### config.mk
export PLATFORM = sky130hd
export DESIGN_NAME = ctl_ammo
export DESIGN_NICKNAME = d
export VERILOG_FILES = /design/src/rtl/ctl_ammo.sv
export SDC_FILE = /design/constraint.sdc
export NUM_CORES = 1
export LEC_CHECK = 0
export BUFFER_PORTS_ARGS = -buffer_cell sky130_fd_sc_hd__buf_2
export CAP_MARGIN = 0
export CORE_ASPECT_RATIO = 0.8
export CORE_UTILIZATION = 30
export CTS_CLUSTER_DIAMETER = 100
export DETAILED_ROUTE_END_ITERATION = 10
export HOLD_SLACK_MARGIN = 0.1
export SLEW_MARGIN = 20
export SYNTH_ARGS = -nofsm -noshare
export SYNTH_HDL_FRONTEND = slang
export SYNTH_SLANG_ARGS = --single-unit
### constraint.sdc
create_clock -name clk -period 2.3 [get_ports clk]
set_input_delay 0.46 -clock clk [delete_from_list [all_inputs] [get_ports clk]]
set_output_delay 0.46 -clock clk [all_outputs]
set_load 0.005 [all_outputs]
### src/rtl/ctl_ammo.sv
// Gun sequencer shared by the local and remote player: arbitrates triggers,
// counts rounds, and times the post-shot cooldown and the reload.
module ctl_ammo #(
  parameter int AMMO_MAX        = 3,
  parameter int COOLDOWN_CYCLES = 2_000_000,
  parameter int RELOAD_CYCLES   = 40_000_000,
  parameter int AMMO_W          = $clog2(AMMO_MAX + 1)
) (
  input  logic              clk,
  input  logic              rst_n,
  input  logic              enable,
  input  logic              round_start,
  input  logic              reload,
  input  logic              trig_p1,
  input  logic              trig_p2,
  output logic              shot,
  output logic              shot_player,
  output logic              dry_fire,
  output logic [AMMO_W-1:0] ammo,
  output logic              empty,
  output logic              reloading
);

  localparam int TMAX = (COOLDOWN_CYCLES > RELOAD_CYCLES) ? COOLDOWN_CYCLES : RELOAD_CYCLES;
  localparam int TW   = (TMAX > 1) ? $clog2(TMAX) : 1;
  localparam logic [AMMO_W-1:0] AMMO_FULL = AMMO_W'(AMMO_MAX);
  localparam logic [TW-1:0]     T_COOL    = TW'(COOLDOWN_CYCLES - 1);
  localparam logic [TW-1:0]     T_RELOAD  = TW'(RELOAD_CYCLES - 1);

  typedef enum logic [1:0] {S_READY, S_COOLDOWN, S_EMPTY, S_RELOAD} state_t;

  state_t            r_state, w_state_next;
  logic [AMMO_W-1:0] r_ammo, w_ammo_next;
  logic [TW-1:0]     r_timer, w_timer_next;
  logic              r_shot, w_shot_next;
  logic              r_shot_player, w_shot_player_next;
  logic              r_dry_fire, w_dry_fire_next;
  logic              r_rr_last, w_rr_last_next;
  logic              r_empty, r_reloading;

  logic w_v1, w_v2, w_any, w_pick;

  assign w_v1  = trig_p1 & enable;
  assign w_v2  = trig_p2 & enable;
  assign w_any = w_v1 | w_v2;
  // On a tie the player who did not win last time gets the gun (0=p1, 1=p2).
  assign w_pick = (w_v1 & w_v2) ? ~r_rr_last : w_v2;

  always_comb begin
    w_state_next       = r_state;
    w_ammo_next        = r_ammo;
    w_timer_next       = r_timer;
    w_shot_next        = 1'b0;
    w_shot_player_next = r_shot_player;
    w_dry_fire_next    = 1'b0;
    w_rr_last_next     = r_rr_last;
    if (round_start) begin
      w_state_next = S_READY;
      w_ammo_next  = AMMO_FULL;
      w_timer_next = '0;
    end else begin
      unique case (r_state)
        S_READY: begin
          if (reload && (r_ammo < AMMO_FULL)) begin
            w_state_next = S_RELOAD;
            w_timer_next = T_RELOAD;
          end else if (w_any && (r_ammo != '0)) begin
            w_shot_next        = 1'b1;
            w_shot_player_next = w_pick;
            w_rr_last_next     = w_pick;
            w_ammo_next        = r_ammo - AMMO_W'(1);
            w_state_next       = S_COOLDOWN;
            w_timer_next       = T_COOL;
          end
        end
        S_COOLDOWN: begin
          if (reload) begin
            w_state_next = S_RELOAD;
            w_timer_next = T_RELOAD;
          end else if (r_timer == '0) begin
            w_state_next = (r_ammo == '0) ? S_EMPTY : S_READY;
          end else begin
            w_timer_next = r_timer - TW'(1);
          end
        end
        S_EMPTY: begin
          if (reload) begin
            w_state_next = S_RELOAD;
            w_timer_next = T_RELOAD;
          end else if (w_any) begin
            w_dry_fire_next = 1'b1;
          end
        end
        S_RELOAD: begin
          if (r_timer == '0) begin
            w_state_next = S_READY;
            w_ammo_next  = AMMO_FULL;
          end else begin
            w_timer_next = r_timer - TW'(1);
          end
        end
        default: w_state_next = S_READY;
      endcase
    end
  end

  always_ff @(posedge clk or negedge rst_n) begin
    if (!rst_n) begin
      r_state       <= S_READY;
      r_ammo        <= AMMO_FULL;
      r_timer       <= '0;
      r_shot        <= 1'b0;
      r_shot_player <= 1'b0;
      r_dry_fire    <= 1'b0;
      r_rr_last     <= 1'b1;
      r_empty       <= 1'b0;
      r_reloading   <= 1'b0;
    end else begin
      r_state       <= w_state_next;
      r_ammo        <= w_ammo_next;
      r_timer       <= w_timer_next;
      r_shot        <= w_shot_next;
      r_shot_player <= w_shot_player_next;
      r_dry_fire    <= w_dry_fire_next;
      r_rr_last     <= w_rr_last_next;
      // Status flags track the state being entered so they line up with it.
      r_empty       <= (w_state_next == S_EMPTY);
      r_reloading   <= (w_state_next == S_RELOAD);
    end
  end

  assign shot        = r_shot;
  assign shot_player = r_shot_player;
  assign dry_fire    = r_dry_fire;
  assign ammo        = r_ammo;
  assign empty       = r_empty;
  assign reloading   = r_reloading;

endmodule

==> qor.yml <==
pre_cts_slack_ns: 0.0351
switchingPower_uw: 1320
first_global_vias: 2176
arrival_ns: 2.44
synth-edff-count: 0
wl_um: 6880
die_height_um: 80.5
fp.dieW_um: 100
routabilityCongestion: 0.982
grt_use_met3: 0.0418
dr.pass1.iters: 5
vdd_drop_max_mv: 0.439
crit_required_ns: 2.52
path_clk_slew_ns: 0.08
pwr-share-comb: 0.462
clock_skew_ns: 0.00794
synthDistinctLibCells: 52
hold_viol: 0
path_class: "flop to flop"
slew_viol_final: 0
fillers: 786
synth_warnings: 0
gr-max-usage-layer: "met1"
power_frac_seq: 0.349
cp_max_fo: 6
ys.flop_type: "dfrtp_1"
drtAntennaViolNets: 0
start_util: 0.311
synth_fp_nets: 275
r2r_cells: 5
status: "finished clean"
p_per_area_mw_per_mm2: 1100
setup_violations: 0
cts_hold_buffers: 0
port_buffers: 13
synth_cells: 264
setup-tns-final_ns: 0
grt_first_pass_wirelength_um: 11600
die-area_mm2: 0.00807
numCtsBuffers: 5
num_rows: 28
end_kind: "flop"
root_buffer: "clkbuf_8"
ctsLongestPathBuffers: 2
ioPinCount: 14
cts_sinks: 36
finalCritPeriodShare: 0.966
rsz0062_at_grt: "no"
grt_overflow: 0
cap_violations: 0
grt_start_max_net_pins: 37
htreeDepth: 2
antenna_found_initial: 0
intPower_uw: 1760
grt_usage: 0.188
grtUsageMet2: 0.266
yosysSeqAreaShare: 0.391
core_area_mm2: 0.00743
routed_via_density: 5.76
wire_per_inst_um: 17.1
hp-class: "input port to asynchronous set/reset pin"
drt_iter0_drc: 224
cts_tree: "done"
antenna_cells: 0
ys_async_sr_fraction: 1.00
worst_setup_path_start_kind: "flop"
use_met1: 0.283
clockPowerShare: 0.188
ys_seq_elements: 36
swShare: 0.428
dpl.hpwl_um: 4900
clock.fmax_mhz: 450
vias: 2323
clock_latency_ns: 0.31
syn_area_mm2: 0.00231
syn_avg_cell_area_um2: 8.76
area_growth_pct: 20.8
tightest_slew_ns: 0.849
fin_util: 0.376
period_minus_slack_ns: 2.22
drc: 0
final_nets: 308
setup_ws_ns: 0.0779
final_layout_size_suffix_gt1_frac: 0.208
slew-limit-headroom: 0.434
leakagePower_uw: 0.00120
-- power groups by stage --
stage	Combinational (uW)	Clock, uW	Sequential (uW)
after floorplan	896	0	1000
after global placement	1350	0	1060
after detailed placement	1360	0	1060
after CTS	1360	600	1050
after global routing	1580	617	1110
final	1420	580	1070
-- through the flow --
| step | std cells | instance area [um2] | power, uW | hold slack [ns] |
|---|---|---|---|---|
| 2_1_floorplan | 264 | 2310 | 1900 | 0.164 |
| 3_3_place_gp | 394 | 2660 | 2410 | 0.465 |
| 3_5_place_dp | 394 | 2660 | 2420 | 0.469 |
| 4_1_cts | 402 | 2770 | 3020 | 0.286 |
| 5_1_grt | 403 | 2800 | 3300 | 0.327 |
| 6_report | 403 | 2800 | 3080 | 0.259 |
-- cell type report --
cell class	instances	area (um2)	share of cell area
clock inverters	3	42.5	0.0152
repair buffers	38	265	0.0949
well taps	105	131	0.0470
multi-input cells	202	1330	0.475
flip-flops and latches	36	906	0.324
inverters	14	52.6	0.0188
clock buffers	5	68.8	0.0246
-- flip-flops by register name (all words and copies together), names as in the netlist --
signal / flops
shot_player: 1
r_state: 2
r_rr_last: 1
dry_fire: 1
shot: 1
reloading: 1
empty: 1
r_timer: 26
ammo: 2
-- metal layers --
layer  wire length [um]  vias up
met2               2840      108
met3                502        4
met5                  0        -
li1                   -     1089
met1               3500     1122
met4                 38        0
-- worst paths after layout --
check,startpoint,endpoint,slack [ns]
setup reg to reg,r_timer[0],r_timer[25],0.08
hold / removal,rst_n,empty,0.26
hold reg to reg,shot_player,shot_player,0.49
max in group asynchronous,rst_n,r_timer[5],1.46
setup / recovery,r_timer[0],r_timer[25],0.08
min in group clk,reload,dry_fire,0.43
-- what timing repair did --
action                     CTS  global route
resized for setup            0             6
setup endpoints to repair    0             9
buffers inserted             0             1
-- cell usage in the layout, fill, tap and decap left out, types with 3 or more instances in the layout --
master     instances
dfrtp_1           32
buf_4             24
nor2_1            18
a21oi_1           16
nand3_1           15
nand2_1           15
inv_1             14
buf_2             13
nor3_1            12
o21ai_0           11
a21o_1             8
a31oi_1            8
o211ai_1           7
nand4_1            6
nand2b_1           6
a211o_1            5
or4_1              5
clkbuf_8           5
nor4_2             4
o21ai_1            4
a22o_1             4
o311ai_1           4
ha_1               4
nor4b_1            3
o31a_1             3
or3_1              3
o2111ai_1          3
a41oi_1            3
nor4_1             3
dfstp_2            3
-- cell families after synthesis --
family,share of synthesized area
simple gates,0.270
buf+inv,0.0422
xor+xnor,0.00379
fa+ha+maj,0.0216
flops,0.391
compound gates,0.272
-- cell usage after synthesis (2+ instances only) --
master | instances | area share
dfrtp_1 | 33 | 0.36
nor2_1 | 18 | 0.029
a21oi_1 | 16 | 0.035
nand2_1 | 15 | 0.024
nand3_1 | 15 | 0.032
inv_1 | 14 | 0.023
clkbuf_1 | 12 | 0.019
nor3_1 | 12 | 0.026
o21ai_0 | 12 | 0.026
a21o_1 | 8 | 0.026
a31oi_1 | 8 | 0.022
o211ai_1 | 7 | 0.023
nand2b_1 | 6 | 0.016
nand4_1 | 6 | 0.016
a211o_1 | 5 | 0.019
or4_1 | 5 | 0.016
a22o_1 | 4 | 0.015
ha_1 | 4 | 0.022
nor4_1 | 4 | 0.011
nor4_2 | 4 | 0.022
a41oi_1 | 3 | 0.011
dfstp_2 | 3 | 0.034
nor4b_1 | 3 | 0.011
o2111ai_1 | 3 | 0.011
o21ai_1 | 3 | 0.0065
o311ai_1 | 3 | 0.011
o31a_1 | 3 | 0.011
or3_1 | 3 | 0.0081
a211oi_1 | 2 | 0.0065
a22oi_1 | 2 | 0.0065
and4_1 | 2 | 0.0076
nand4b_1 | 2 | 0.0076
o22ai_1 | 2 | 0.0054
o311ai_0 | 2 | 0.0076
or2_2 | 2 | 0.0054
or4_4 | 2 | 0.0097
-- critical path, cell delays in order, from the launching register on --
cell and delay, ns:
dfrtp_1 0.41, or3_4 0.39, or4_4 0.52, or4_4 0.43, o31a_1 0.24, o22ai_1 0.15
Note: power is estimated with default switching activity, not from simulation.
